==> src/rtl/shift_rows_stream.sv <==
// shift_rows_stream: streaming AES ShiftRows/InvShiftRows stage, registered output plus one-entry skid buffer
module shift_rows_stream #(
  parameter int Nb = 4,
  parameter int W  = 32*Nb
) (
  input  logic         clk,
  input  logic         rst,
  input  logic         in_valid,
  output logic         in_ready,
  input  logic         in_inverse,
  input  logic [W-1:0] in_state,
  output logic         out_valid,
  input  logic         out_ready,
  output logic         out_inverse,
  output logic [W-1:0] out_state
);
  logic [W-1:0] shifted, skid_state;
  logic         skid_valid, skid_inverse, acc;
  if (!(Nb == 4 || Nb == 6 || Nb == 8)) begin : g_bad_nb
    $error("shift_rows_stream: Nb must be 4, 6 or 8");
  end
  if (W != 32*Nb) begin : g_bad_w
    $error("shift_rows_stream: W is derived from Nb and must not be overridden");
  end
  // Nb=8 uses Rijndael's wider offsets (0,1,3,4)
  for (genvar r = 0; r < 4; r++) begin : g_row
    localparam int S = r == 0 ? 0 : r == 1 ? 1 : r == 2 ? (Nb == 8 ? 3 : 2) : (Nb == 8 ? 4 : 3);
    for (genvar c = 0; c < Nb; c++) begin : g_col
      assign shifted[W-1-8*(4*c+r) -: 8] = in_inverse ? in_state[W-1-8*(4*((c+Nb-S)%Nb)+r) -: 8]
                                                      : in_state[W-1-8*(4*((c+S)%Nb)+r) -: 8];
    end
  end
  assign in_ready = !skid_valid && !rst;
  assign acc      = in_valid && in_ready;
  always_ff @(posedge clk) begin
    if (rst) begin
      out_valid    <= 1'b0;
      out_state    <= '0;
      out_inverse  <= 1'b0;
      skid_valid   <= 1'b0;
      skid_state   <= '0;
      skid_inverse <= 1'b0;
    end else if (skid_valid) begin
      if (out_ready) begin
        out_state   <= skid_state;
        out_inverse <= skid_inverse;
        skid_valid  <= 1'b0;
      end
    end else if (acc) begin
      if (!out_valid || out_ready) begin
        out_valid   <= 1'b1;
        out_state   <= shifted;
        out_inverse <= in_inverse;
      end else begin
        skid_valid   <= 1'b1;
        skid_state   <= shifted;
        skid_inverse <= in_inverse;
      end
    end else if (out_ready) begin
      out_valid <= 1'b0;
    end
  end
endmodule

==> config.mk <==
export PLATFORM = sky130hd
export DESIGN_NAME = shift_rows_stream
export DESIGN_NICKNAME = d
export VERILOG_FILES = /design/src/rtl/shift_rows_stream.sv
export SDC_FILE = /design/constraint.sdc
export NUM_CORES = 1
export LEC_CHECK = 0
export CORE_ASPECT_RATIO = 1.1
export CORE_MARGIN = 4
export CORE_UTILIZATION = 55
export DETAILED_ROUTE_END_ITERATION = 7
export GPL_TIMING_DRIVEN = 0
export HOLD_SLACK_MARGIN = 0.06
export PLACE_DENSITY = 0.85
export RECOVER_POWER = 25
export SLEW_MARGIN = 20
export SYNTH_ARGS = -nofsm -noshare
export SYNTH_HDL_FRONTEND = slang
export SYNTH_SLANG_ARGS = --single-unit
==> constraint.sdc <==
create_clock -name clk -period 2.8 [get_ports clk]
set_clock_uncertainty 0.05 [all_clocks]
set_input_delay 0.28 -clock clk [delete_from_list [all_inputs] [get_ports clk]]
set_output_delay 0.28 -clock clk [all_outputs]
set_load 0.02 [all_outputs]
==> results of run 1 <==
-- layout by cell type (no fill, tap or decap) --
cell type and n:
nand2b_1 1, nor3_1 128, o22ai_1 5, clkbuf_8 5, clkinvlp_4 2, buf_4 7, a211oi_1 131, nor2_1 1
nand4bb_1 1, buf_2 47, clkdlybuf4s50_1 225, a21o_1 1, a211o_1 1, clkbuf_1 83, dlygate4sd3_1 37, o22ai_2 59
o21ai_0 66, nand3_1 65, a21oi_1 130, inv_2 1, and4bb_2 1, clkinv_2 7, clkbuf_16 27, a21oi_2 1
mux2_2 129, buf_6 13, dfxtp_1 260, o21ba_4 1, clkinv_4 1, nand2_1 65, mux2i_1 64, inv_1 67
bufinv_16 3
-- power groups by stage --
stage               sequential [W]  combinational, W  clock, W
floorplan                  0.00418          0.000710         0
global placement           0.00403           0.00153         0
detailed placement         0.00404           0.00155         0
CTS                        0.00396           0.00157   0.00369
global route               0.00397           0.00165   0.00384
finish                     0.00396           0.00155   0.00367
-- layer usage --
| metal | GRT usage, % | wire [um] |
|---|---|---|
| met1 | 36.4 | 15400 |
| met2 | 52.9 | 19000 |
| met3 | 5.70 | 3300 |
| met4 | 9.89 | 1060 |
| met5 | 0 | 0 |
-- layout make-up --
class	instances	area [sq um]	share of cell area, %
multi-input combinational	850	6110	37.7
timing repair buffer	262	2620	16.2
buffer	147	734	4.53
sequential	260	5200	32.1
clock inverter	13	149	0.919
clock buffer	35	756	4.66
inverter	68	255	1.58
tap	295	369	2.28
-- cell families after synthesis --
group,Yosys count,synth area share [%]
AO/OA/AOI/OAI,395,22.5
buffers and inverters,216,8.43
multiplexers,193,16.9
AND/OR/NAND/NOR,262,10.1
flip-flops,260,42.1
-- state kept, by name, summed over array words and instances, names as in the netlist --
signal        count
out_inverse       1
out_state       128
out_valid         1
skid_inverse      1
skid_state      128
skid_valid        1
-- how the worst max path moves through the flow --
stage | endpoint | slack (ps) | depth (start not counted)
6_report | in_ready | 60 | 5
2_1_floorplan | in_ready | 1310 | 4
5_1_grt | in_ready | 10 | 5
3_3_place_gp | in_ready | -220 | 6
4_1_cts | in_ready | 100 | 5
3_5_place_dp | in_ready | -310 | 6
-- critical path, delay by kind of cell --
| kind | cells | cell delay (ps) |
|---|---|---|
| buf+inv | 4 | 2040 |
| simple gates | 1 | 80 |
-- per-stage QoR --
step | utilization, % | setup TNS, ps | power, W | worst slack, ps
after floorplan | - | 0 | 0.00489 | 1310
after global placement | 69.4 | -222 | 0.00556 | -222
after detailed placement | 69.4 | -311 | 0.00559 | -311
after CTS | 73.5 | 0 | 0.00921 | 101
after global routing | 73.3 | 0 | 0.00946 | 9.97
final | 73.3 | 0 | 0.00918 | 60.9
==> run metrics, run 1 <==
diodes inserted 0; GRT Total Usage 29.9%; largest cells by area after synthesis dfxtp_1, mux2_2, a211oi_1; synthesized flop and latch total 260; Sw Pwr 0.00242 W; fill count 1,622; Num CTS Buffers 26; Critical Path AT 2410 ps; Sw Share 26.4%; worst-path fanout max 19; MaxCap Viol Count 0; status complete, no violations; Slew @ Worst Pin 928 ps; number of global-route vias before repair 11.5k; Most used DFF post-synth dfxtp_1; GRT Residual Overflow 0; count leader, synth dfxtp_1; post-route minimum period 2740 ps; Via density 5.95; Post-Place Cells 1,883; clock share of power 40.0%; Worst Hold End skid_state[89]$_SDFFE_PP0P_; Reg2Reg Depth 6; Area growth syn-to-layout 31.1%; final setup fails 0; CP max-delay cell clkdlybuf4s50_1; # Post-CTS Setup Buffers 0; total number of vias 11.5k; final std cells w/o fill 1,930; die width 151 um; crit start category input pin; CTS Buffer Depth 3; maximum VDD drop 0.397 mV; Final period util 97.8%; Synth Warn # 0; Post-CTS Resized 0; port bufs 262; asr flop ratio synth 0%; Pint 0.00675 W; max-slew violations 0; DIE HEIGHT 165 um; fin nets 1,748; Seq/Total Area, Yosys 42.1%; Distinct cells, synth 25; layout cell share with drive strength beyond 1 18.6%; Avg Inst Size Synth 9.32 sq um; hold-fix buffers at CTS 0; Pre-antenna DRT Iters 5; core area 22,100 sq um; crit-path cells clkdlybuf4s50_1, buf_2, clkbuf_1, nor2_1, clkdlybuf4s50_1; Final Hold Viols 0; CTS tree yes; Hold Path Origin in_state[89]; cell area after synthesis 12,400 sq um; EDFF count, synth 0; CP Launch Point rst; Pwr Density 566 nW/um^2; DP HPWL 27,900 um; leading area contributor after synthesis dfxtp_1; hold path cells 3; synthesized instance count 1,326; area share of the largest cell type after synthesis 42.1%; Ports 264; DRC viols 0; Iteration-0 DRC Markers 855; R2R setup slack 310 ps; Reg clk slew, reported paths 60 ps; drt wl/cell 20.1 um; worst hold slack 304 ps; end of the worst register-to-register path skid_state[126]$_SDFFE_PP0P_; max frequency 0.365 GHz; crit path capture type output port; Commonest cells post-synth dfxtp_1, a211oi_1, a21oi_1, mux2_2, nor3_1; # rows 57; Reg power frac 43.1%; die area 24,900 sq um; clk root buf clkbuf_16; first-pass GRT wire length 60,300 um; H-tree levels 1; CP most frequent cell clkdlybuf4s50_1; finished layout cell area 16,200 sq um; critical path data required time 2470 ps; CP peak stage delay 600 ps; initial core utilization 55.9%; critical setup path kind in2out; part of the power in combinational logic 16.9%; GPL Wtd Cong 0.893; Synthesized Nets 1,459; DP Area 15,400 sq um; largest net degree at the start of global routing 20; Pleak 5.97 nW; clk sink count 260; initial antenna violation count 0; RSZ-0062 raised after global routing false; DRT Wirelength 38,700 um; Reg2Reg Launch Point skid_valid$_SDFF_PP0_; Worst-Skew Late Latency 530 ps; Max-slew headroom 38.1%; antenna viol nets, final 0; Hold Crit Class in2reg
Power figures use the tool's default switching activity.
==> run 2, diff against run 1 <==
--- a/config.mk
+++ b/config.mk
@@ -5,6 +5,7 @@
 export SDC_FILE = /design/constraint.sdc
 export NUM_CORES = 1
 export LEC_CHECK = 0
+export CAP_MARGIN = 25
 export CORE_ASPECT_RATIO = 1.1
 export CORE_MARGIN = 4
 export CORE_UTILIZATION = 55
==> results of run 2 <==
The final DEF is identical to that of run 1; final timing and power are the same.
